### src/rtl/memory_stage.sv
// MEM stage: issues data-memory accesses, aligns/extends load data, registers results for WB.
// Latency 1 cycle for non-memory ops, >=2 edges for aligned accesses; MEM_STALL holds upstream while busy.
module memory_stage #(
    parameter int TIMEOUT_CYCLES = 16
) (
    input  logic        MEMORY_CLOCK,
    input  logic        MEMORY_RESET,
    input  logic        EX_VALID,
    input  logic [31:0] EX_PC_4,
    input  logic [31:0] EX_ALU_RESULT,
    input  logic [31:0] EX_RS2,
    input  logic [1:0]  EX_RF_WR_SEL,
    input  logic        EX_REGWRITE,
    input  logic        EX_MEMWRITE,
    input  logic        EX_MEMREAD2,
    input  logic [1:0]  EX_SIZE,
    input  logic        EX_UNSIGNED,
    output logic        MEM_STALL,
    output logic        DMEM_REQ,
    output logic        DMEM_WE,
    output logic [31:0] DMEM_ADDR,
    output logic [3:0]  DMEM_BE,
    output logic [31:0] DMEM_WDATA,
    input  logic        DMEM_ACK,
    input  logic [31:0] DMEM_RDATA,
    output logic        MEM_VALID,
    output logic [31:0] MEM_PC_4,
    output logic [31:0] MEM_ALU_RESULT,
    output logic [31:0] MEM_DOUT2,
    output logic [1:0]  MEM_RF_WR_SEL,
    output logic        MEM_REGWRITE,
    output logic        MEM_FAULT
);

    localparam int CW = $clog2(TIMEOUT_CYCLES);
    localparam logic [CW-1:0] CNT_LAST = CW'(TIMEOUT_CYCLES - 1);

    typedef enum logic {IDLE, BUSY} state_t;
    state_t state, next_state;

    logic [CW-1:0] cnt;
    logic          access, misaligned, start, timeout;

    logic [31:0] cap_pc_4, cap_alu;
    logic [1:0]  cap_sel, cap_size;
    logic        cap_rw, cap_uns, cap_read;

    logic [3:0]  be_d;
    logic [31:0] wdata_d, lane, load_data;

    logic        wb_vld_d, wb_rw_d, wb_fault_d;
    logic [31:0] wb_pc_d, wb_alu_d, wb_dout_d;
    logic [1:0]  wb_sel_d;

    assign access     = EX_VALID & (EX_MEMWRITE | EX_MEMREAD2);
    assign misaligned = ((EX_SIZE == 2'b01) & EX_ALU_RESULT[0])
                      | (EX_SIZE[1] & (|EX_ALU_RESULT[1:0]));
    assign start      = access & ~misaligned;
    // An ack on the final counted cycle wins over the timeout.
    assign timeout    = (cnt == CNT_LAST) & ~DMEM_ACK;

    always_ff @(posedge MEMORY_CLOCK or posedge MEMORY_RESET) begin
        if (MEMORY_RESET) state <= IDLE;
        else              state <= next_state;
    end

    always_comb begin
        next_state = state;
        case (state)
            IDLE: if (start) next_state = BUSY;
            BUSY: if (DMEM_ACK | timeout) next_state = IDLE;
            default: next_state = IDLE;
        endcase
    end

    always_comb begin
        be_d    = 4'b1111;
        wdata_d = EX_RS2;
        case (EX_SIZE)
            2'b00: begin
                be_d    = 4'b0001 << EX_ALU_RESULT[1:0];
                wdata_d = {4{EX_RS2[7:0]}};
            end
            2'b01: begin
                be_d    = 4'b0011 << EX_ALU_RESULT[1:0];
                wdata_d = {2{EX_RS2[15:0]}};
            end
            default: ;
        endcase
    end

    always_comb begin
        lane      = DMEM_RDATA >> {cap_alu[1:0], 3'b000};
        load_data = DMEM_RDATA;
        case (cap_size)
            2'b00:   load_data = cap_uns ? {24'b0, lane[7:0]}  : {{24{lane[7]}}, lane[7:0]};
            2'b01:   load_data = cap_uns ? {16'b0, lane[15:0]} : {{16{lane[15]}}, lane[15:0]};
            default: ;
        endcase
    end

    // Output process: upstream stall plus the value the WB register loads at the next edge.
    always_comb begin
        MEM_STALL  = 1'b0;
        wb_vld_d   = 1'b0;
        wb_pc_d    = '0;
        wb_alu_d   = '0;
        wb_dout_d  = '0;
        wb_sel_d   = '0;
        wb_rw_d    = 1'b0;
        wb_fault_d = 1'b0;
        case (state)
            IDLE: begin
                MEM_STALL = start;
                if (!start) begin
                    wb_vld_d   = EX_VALID;
                    wb_pc_d    = EX_PC_4;
                    wb_alu_d   = EX_ALU_RESULT;
                    wb_sel_d   = EX_RF_WR_SEL;
                    wb_fault_d = access & misaligned;
                    wb_rw_d    = EX_VALID & EX_REGWRITE & ~(access & misaligned);
                end
            end
            BUSY: begin
                MEM_STALL = ~DMEM_ACK & ~timeout;
                if (DMEM_ACK | timeout) begin
                    wb_vld_d   = 1'b1;
                    wb_pc_d    = cap_pc_4;
                    wb_alu_d   = cap_alu;
                    wb_sel_d   = cap_sel;
                    wb_fault_d = timeout;
                    wb_rw_d    = cap_rw & ~timeout;
                    wb_dout_d  = (DMEM_ACK & cap_read) ? load_data : 32'b0;
                end
            end
            default: ;
        endcase
    end

    always_ff @(posedge MEMORY_CLOCK or posedge MEMORY_RESET) begin
        if (MEMORY_RESET) begin
            cnt            <= '0;
            cap_pc_4       <= '0;
            cap_alu        <= '0;
            cap_sel        <= '0;
            cap_size       <= '0;
            cap_rw         <= 1'b0;
            cap_uns        <= 1'b0;
            cap_read       <= 1'b0;
            DMEM_REQ       <= 1'b0;
            DMEM_WE        <= 1'b0;
            DMEM_ADDR      <= '0;
            DMEM_BE        <= '0;
            DMEM_WDATA     <= '0;
            MEM_VALID      <= 1'b0;
            MEM_PC_4       <= '0;
            MEM_ALU_RESULT <= '0;
            MEM_DOUT2      <= '0;
            MEM_RF_WR_SEL  <= '0;
            MEM_REGWRITE   <= 1'b0;
            MEM_FAULT      <= 1'b0;
        end else begin
            if (state == BUSY && next_state == BUSY) cnt <= cnt + 1'b1;
            else                                      cnt <= '0;

            if (state == IDLE && start) begin
                cap_pc_4   <= EX_PC_4;
                cap_alu    <= EX_ALU_RESULT;
                cap_sel    <= EX_RF_WR_SEL;
                cap_size   <= EX_SIZE;
                cap_rw     <= EX_REGWRITE;
                cap_uns    <= EX_UNSIGNED;
                cap_read   <= EX_MEMREAD2;
                DMEM_REQ   <= 1'b1;
                DMEM_WE    <= EX_MEMWRITE;
                DMEM_ADDR  <= {EX_ALU_RESULT[31:2], 2'b00};
                DMEM_BE    <= be_d;
                DMEM_WDATA <= wdata_d;
            end else if (state == BUSY && next_state == IDLE) begin
                DMEM_REQ   <= 1'b0;
                DMEM_WE    <= 1'b0;
            end

            MEM_VALID      <= wb_vld_d;
            MEM_PC_4       <= wb_pc_d;
            MEM_ALU_RESULT <= wb_alu_d;
            MEM_DOUT2      <= wb_dout_d;
            MEM_RF_WR_SEL  <= wb_sel_d;
            MEM_REGWRITE   <= wb_rw_d;
            MEM_FAULT      <= wb_fault_d;
        end
    end

endmodule

### config.mk
export PLATFORM = sky130hd
export DESIGN_NAME = memory_stage
export DESIGN_NICKNAME = d
export VERILOG_FILES = /design/src/rtl/memory_stage.sv
export SDC_FILE = /design/constraint.sdc
export NUM_CORES = 1
export LEC_CHECK = 0
export BUFFER_PORTS_ARGS = -buffer_cell sky130_fd_sc_hd__buf_2
export CAP_MARGIN = 20
export CORE_MARGIN = 2
export CORE_UTILIZATION = 30
export DETAILED_ROUTE_END_ITERATION = 16
export GPL_ROUTABILITY_DRIVEN = 0
export SYNTH_ARGS = -nofsm -noshare
export SYNTH_HDL_FRONTEND = slang
export SYNTH_SLANG_ARGS = --single-unit
### constraint.sdc
create_clock -name MEMORY_CLOCK -period 11.63 [get_ports MEMORY_CLOCK]
set_clock_uncertainty 0.1 [all_clocks]
set_input_delay 2.326 -clock MEMORY_CLOCK [delete_from_list [all_inputs] [get_ports MEMORY_CLOCK]]
set_output_delay 2.326 -clock MEMORY_CLOCK [all_outputs]
set_load 0.01 [all_outputs]
# After elaboration in Yosys (flattened, before gate mapping)
# Index checks and enable logic that the tools add are counted.
# word_totals
reg_bits	245
latch_bits	0
ram_bits	0
rom_bits	0
elab_cells	89
mem_count	0
# classes
n_addsub	1
mul	0
div	0
magnitude_cmp	0
n_eq_ne	3
shifts	3
mux	34
n_bitwise	20
n_reduce_logical	7
# op_table
operator	n
2-to-1 mux 32 bit	9
case mux 32 bit (2 select lines)	4
>> shifter 32 x 5 -> 16 bit	1
bitwise AND 1 bit	11
2-to-1 mux 1 bit	11
case mux 1 bit (2 select lines)	5
case mux 4 bit (2 select lines)	1
inverter 1 bit	6
adder 4 x 1 -> 4 bit, second input constant	1
== test 2 x 1 -> 1 bit, second input constant	2
== test 4 bit, second input constant	1
logical NOT 2 bit	2
2-to-1 mux 2 bit	2
2-to-1 mux 4 bit	1
case mux 2 bit (2 select lines)	1
left shift 1 x 2 -> 4 bit, first input constant	1
left shift 2 x 2 -> 4 bit, first input constant	1
logical AND 1 bit	3
OR 1 bit	3
nonzero test 2 bit	1
OR reduction 2 bit	1

# Longest topological paths before layout
# Gate-level depths: netlist (run 1).
# logic_depth
depth_word	11
ltp_mapped	7

# Least setup slack after synthesis (run 1)
# No wires, ideal clock.
# synth_path
kind	in2out
start	in EX_SIZE[1]
end	out MEM_STALL
arrival_ns	3.337
required_ns	9.204
setup_slack_ns	5.867
stages	6
n_path_buf	3
path_cell_list	buf_2 > o21ai_4 > nand4_2 > buf_2 > buf_2 > nand2_1
# synth_via
elab_chain_len	6
# synth_rtl
element	line	text
from (decl)	16	input logic [1:0] EX_SIZE,
== test 2 x 1 -> 1 bit	56	assign misaligned = ((EX_SIZE == 2'b01) & EX_ALU_RESULT[0])
bitwise AND 1 bit	56	
OR 1 bit *	57	| (EX_SIZE[1] & (|EX_ALU_RESULT[1:0]));
inverter 1 bit *	58	assign start = access & ~misaligned;
bitwise AND 1 bit *	58	
case mux 1 bit (2 select lines) *	112	case (state)
to (decl)	18	output logic MEM_STALL,
# Mark *: on every way between the ends. The rest lies on a longest branch, timed or not.

# Final worst setup path (run 1)
# Same ends and word-level chain as after synthesis.

==> results.sh, run 1 <==
export IMPL_synth_cell_types=59
export IMPL_arrival_ns=4.28
export IMPL_outcome="finished clean"
export IMPL_hold_slack_ns=0.3796
export IMPL_core_rowCount=64
export IMPL_vias_per_cell=5.073
export IMPL_leakagePower_nw=5.557
export IMPL_coreArea_um2=30590
export IMPL_rsz0062_at_grt="no"
export IMPL_cts_buffers=25
export IMPL_pre_cts_ws_ns=4.810
export IMPL_synth_edf_count=0
export IMPL_crit_fanout=69
export IMPL_syn_to_final_growth_pct=25.10
export IMPL_power_density_nw_per_um2=189.8
export IMPL_htreeDepth=1
export IMPL_drt_iter0_markers=495
export IMPL_reg2reg_from="state$_DFF_PP0_"
export IMPL_antennaDiodeCount=0
export IMPL_layout_drive_gt1_share_pct=43.38
export IMPL_hold_start="cap_pc_4[18]$_DFFE_PP0P_"
export IMPL_grt_max_degree=146
export IMPL_vdd_drop_max_mv=0.1026
export IMPL_io_pin_count=312
export IMPL_ys_warn_count=0
export IMPL_yosys_top_cells_area="dfrtp_1 (58%), a32o_1 (8.8%), mux2_4 (4.5%)"
export IMPL_post_route_period_util_pct=57.67
export IMPL_ys_seq_elements=215
export IMPL_post_cts_buffers=0
export IMPL_grt_total_usage_pct=14.93
export IMPL_synthFlopType="dfrtp_1"
export IMPL_die_h_um=180.2
export IMPL_crit_required_ns=9.20
export IMPL_cap_violations=0
export IMPL_timing_worst_slew_pin_value_ns=1.001
export IMPL_ys_async_sr_fraction_pct=100.0
export IMPL_ys_seq_area_share_pct=57.78
export IMPL_post_cts_resize_count=0
export IMPL_grt_pass1_wl_mm=39.81
export IMPL_setup_slack_ns=4.922
export IMPL_final_common_cell="buf_2"
export IMPL_grt_overflow_total=0
export IMPL_synth_top_area_cell="dfrtp_1"
export IMPL_num_vias=6991
export IMPL_port_buffers=309
export IMPL_clock_latency_ns=0.51
export IMPL_antenna_found_initial=2
export IMPL_cts_tree="yes"
export IMPL_postSynthCellCount=714
export IMPL_start_util_pct=30.44
export IMPL_hpwl_mm=16.53
export IMPL_synth_top_cell_area_share_pct=57.78
export IMPL_grt_pass1_vias=6950
export IMPL_timing_rr_end="DMEM_REQ$_DFFE_PP0P_"
export IMPL_setup_viol_count_final=0
export IMPL_postCtsHoldBufs=0
export IMPL_clk_pin_slew_worst_paths_ns=0.06
export IMPL_clock_sinks=215
export IMPL_crit_type="in2out"
export IMPL_routed_wl_mm=24.84
export IMPL_postRouteAntennaNets=0
export IMPL_hold_viol_final=0
export IMPL_cts_root_buf="clkbuf_16"
export IMPL_floorplan_die_width_um=180.2
export IMPL_rrSetupSlack_ns=8.92
export IMPL_cp_end_kind="primary output"
export IMPL_fmax_mhz=149.1
export IMPL_worstHoldPathType="reg2reg"
export IMPL_min_to="MEM_PC_4[18]$_DFF_PP0_"
export IMPL_slew_violations=0
export IMPL_slew_headroom_pct=33.28
export IMPL_final_cell_mix="buf_2 (309), dfrtp_1 (215), a32o_1 (82)"
export IMPL_drc_errors=0
export IMPL_fin_crit_ns=6.708
export IMPL_startpoint="EX_SIZE[1]"
export IMPL_startpoint_type="input port"
export IMPL_setup_tns_final_ns=0
export IMPL_firstDrtPassIters=7
export IMPL_syn_area_um2=9311
export IMPL_whs_path_depth=1
export IMPL_reg2reg_depth=4
export IMPL_dieArea_um2=32460
export IMPL_p_total_w=0.002210
export IMPL_nets=1104
export IMPL_routedWlPerCell_um=18.03
export IMPL_clock_tree_buffer_depth=3
export IMPL_synth_area_per_cell_um2=13.04
## report_power, final
part / switching [W] / internal, W / leakage (nW)
logic: 0.000255 / 0.000234 / 2.47
clock network: 0.000309 / 0.000447 / 0.382
registers: 0.0000815 / 0.000884 / 2.70
total: 0.000646 / 0.00156 / 5.56
## cells by family (layout without fill, tap and decap cells)
group                      count (synthesis)  in the layout  share of synthesized area, %
and+or+nand+nor                          116            116                         6.289
muxes                                     64             64                         8.869
buffers and inverters                    104            371                         6.907
DFF                                      215            215                         57.78
xor gates and xnor gates                   4              4                        0.3763
adders and majority gates                  1              1                        0.1344
other                                      1              2                       0.04027
AOI/OAI and AO/OA                        209            209                         19.61
## metal layers
metal,share of wire (%),GRT usage [%]
met1,45,20.77
met2,46,23.59
met3,7.1,3.436
met4,1.9,3.677
met5,0.12,0
## state kept, by name, summed over array words and instances (netlist names), 2 cells and up
signal          cells
MEM_DOUT2          32
cap_pc_4           32
MEM_ALU_RESULT     32
cnt                 4
MEM_PC_4           32
cap_sel             2
DMEM_WDATA         32
DMEM_BE             4
MEM_RF_WR_SEL       2
cap_alu            32
cap_size            2
## final cells by class
type                            instances  area, µm²
Multi-Input combinational cell        396       3312
Fill cell                            3059      18940
Sequential cell                       215       5380
Clock inverter                          9      85.08
Tap cell                              396      495.5
Inverter                                8      38.79
Timing Repair Buffer                  317       1627
Clock buffer                           37      710.7
## synth_stat cells, types with 3 or more instances
library cell / instances
nor2_1: 11
a32o_1: 82
inv_1: 7
buf_6: 3
mux2_4: 28
nand2_1: 54
and2_1: 7
buf_2: 20
nand3_1: 6
o2bb2ai_1: 48
dfrtp_1: 215
o31ai_1: 4
o21ai_0: 35
nor2b_1: 20
buf_12: 3
clkbuf_1: 29
o32a_1: 6
buf_4: 38
mux2i_1: 9
o221a_2: 7
a222oi_1: 6
mux2_2: 26
o41ai_1: 3
## worst max-delay path, stage by stage
cell	delay, ns
buf_2	0.50
nand2_1	0.34
nand4_4	0.13
buf_4	0.58
nand2_1	0.15
buf_2	0.20
## how the worst max path moves through the flow
stage | depth (start not counted) | slack [ns] | endpoint
floorplan | 1 | 3.32 | DMEM_BE[0]$_DFFE_PP0P_
global placement | 6 | 4.86 | MEM_STALL
detailed placement | 6 | 4.81 | MEM_STALL
CTS | 6 | 4.82 | MEM_STALL
global route | 6 | 4.66 | MEM_STALL
finish | 6 | 4.92 | MEM_STALL
## per-stage QoR
step	instance area, µm²	std cells	util [%]
5_1_grt	11650	1378	38.08
3_5_place_dp	10830	1331	35.39
3_3_place_gp	10830	1331	35.39
6_report	11650	1378	38.08
4_1_cts	11620	1377	37.99
2_1_floorplan	9315	715	-
(Power assumes the default switching activity.)
==> run 2: changes to the inputs <==
==> constraint.sdc (replaced) <==
create_clock -name MEMORY_CLOCK -period 6.07 [get_ports MEMORY_CLOCK]
set_clock_uncertainty 0.1 [all_clocks]
set_input_delay 1.214 -clock MEMORY_CLOCK [delete_from_list [all_inputs] [get_ports MEMORY_CLOCK]]
set_output_delay 1.214 -clock MEMORY_CLOCK [all_outputs]
set_load 0.01 [all_outputs]
==> results.sh, run 2 (synthesis gave the netlist of run 1 again) <==
export IMPL_postRouteAntennaNets=0
export IMPL_outcome="finished clean"
export IMPL_die_h_um=180.2
export IMPL_cts_buffers=26
export IMPL_crit_slowest_cell="nor2b_1"
export IMPL_port_buffers=309
export IMPL_placed_cell_area_um2=10850
export IMPL_core_rowCount=64
export IMPL_use_met1_pct=21.10
export IMPL_floorplan_die_width_um=180.2
export IMPL_crit_required_ns=4.76
export IMPL_setup_tns_final_ns=0
export IMPL_postCtsHoldBufs=0
export IMPL_cts_root_buf="clkbuf_16"
export IMPL_grt_total_usage_pct=15.40
export IMPL_drc_errors=0
export IMPL_crit_type="in2out"
export IMPL_globalRouteMet2Util_pct=24.37
export IMPL_power_density_nw_per_um2=371.3
export IMPL_coreArea_um2=30590
export IMPL_syn_to_final_growth_pct=26.04
export IMPL_leakagePower_nw=5.602
export IMPL_grt_pass1_vias=6951
export IMPL_startpoint_type="input port"
export IMPL_crit_fanout=9
export IMPL_clk_pin_slew_worst_paths_ns=0.05
export IMPL_stdcell_count=1377
export IMPL_grt_max_degree=143
export IMPL_finish_utilization_pct=38.37
export IMPL_antenna_found_initial=3
export IMPL_placed_cells=1332
export IMPL_routedWlPerCell_um=18.75
export IMPL_cp_common_cell="buf_2"
export IMPL_routed_wl_mm=25.82
export IMPL_setup_viol_count_final=0
export IMPL_firstDrtPassIters=5
export IMPL_post_cts_resize_count=0
export IMPL_timing_worst_slew_pin_value_ns=0.9698
export IMPL_vdd_drop_max_mv=0.2286
export IMPL_vias_per_cell=5.082
export IMPL_clock_tree_buffer_depth=3
export IMPL_met3_usage_pct=3.779
export IMPL_io_pin_count=312
export IMPL_crit_chain="buf_2 > nor2b_1 > nand4_4 > nand2_1 > buf_2"
export IMPL_top_usage_layer="met2"
export IMPL_htreeDepth=1
export IMPL_drt_iter0_markers=542
export IMPL_grt_overflow_total=0
export IMPL_rsz0062_at_grt="no"
export IMPL_post_cts_buffers=0
export IMPL_num_vias=6998
export IMPL_hold_start="cnt[0]$_DFF_PP0_"
export IMPL_post_route_period_util_pct=59.96
export IMPL_grt_pass1_wl_mm=40.70
export IMPL_nets=1106
export IMPL_fin_crit_ns=3.639
export IMPL_worstHoldPathType="reg2reg"
export IMPL_start_util_pct=30.44
export IMPL_p_total_w=0.004358
export IMPL_arrival_ns=2.33
export IMPL_layout_drive_gt1_share_pct=43.47
export IMPL_worst_path_largest_cell_delay_ns=0.56
export IMPL_dieArea_um2=32460
export IMPL_final_common_cell="buf_2"
export IMPL_slew_headroom_pct=35.34
export IMPL_startpoint="EX_VALID"
export IMPL_cts_tree="yes"
export IMPL_clock_latency_ns=0.52
export IMPL_hpwl_mm=16.57
export IMPL_final_cell_area_um2=11740
export IMPL_final_cell_mix="buf_2 (309), dfrtp_1 (215), a32o_1 (82)"
export IMPL_fmax_mhz=274.8
export IMPL_cp_end_kind="primary output"
export IMPL_cap_violations=0
export IMPL_reg2reg_from="state$_DFF_PP0_"
export IMPL_hold_viol_final=0
export IMPL_slew_violations=0
export IMPL_clock_sinks=215
-- run 2: changes by cell type in the layout (fill, tap and decap cells not counted) --
cell / delta
buf_12: +2
bufinv_16: +2
clkbuf_1: -2
clkbuf_16: +2
inv_6: -2
buf_4: -1
clkbuf_8: -1
clkinvlp_4: -1
diode_2: +1
inv_8: -1
-- run 2: through the flow --
stage	hold WS, ns	setup slack, ns
after detailed placement	0.3520	2.440
final	0.3577	2.431
after global routing	0.3925	2.348
after floorplan	0.3331	1.958
after CTS	0.3593	2.436
after global placement	0.3507	2.475
-- run 2: worst max-delay path: cells and delay by family --
kind / cells / cell delay [ns]
AND/OR/NAND/NOR: 3 / 0.81
buffers and inverters: 2 / 0.29
-- run 2: report_power, final --
group	internal [W]	switching (W)
sequential	0.00169	0.000157
clock	0.000968	0.000592
combinational	0.000454	0.000494
-- run 2: per-layer routing --
metal	part of all wire [%]	vias up
li1	-	3170
met1	44	3500
met3	7.5	44
met5	0.10	-
met2	47	280
met4	2.0	4
-- run 2: layout make-up --
cell class / instances / area, µm²
Antenna cell: 1 / 2.502
Clock buffer: 36 / 739.5
Clock inverter: 7 / 112.6
Fill cell: 3017 / 18850
Inverter: 8 / 35.03
Multi-Input combinational cell: 396 / 3312
Sequential cell: 215 / 5380
Tap cell: 396 / 495.5
Timing Repair Buffer: 318 / 1659
-- run 2: path summary, 6_finish.rpt --
check	to	slack, ns	depth (start not counted)
worst max-delay path	MEM_STALL	2.43	5
worst min-delay path	cnt[0]$_DFF_PP0_	0.36	1
worst max register to register	DMEM_WDATA[29]$_DFFE_PP0P_	3.54	3
worst min register to register	cnt[0]$_DFF_PP0_	0.36	1
max in group asynchronous	MEM_PC_4[20]$_DFF_PP0_	4.33	3
min in group asynchronous	DMEM_WDATA[20]$_DFFE_PP0P_	0.81	3
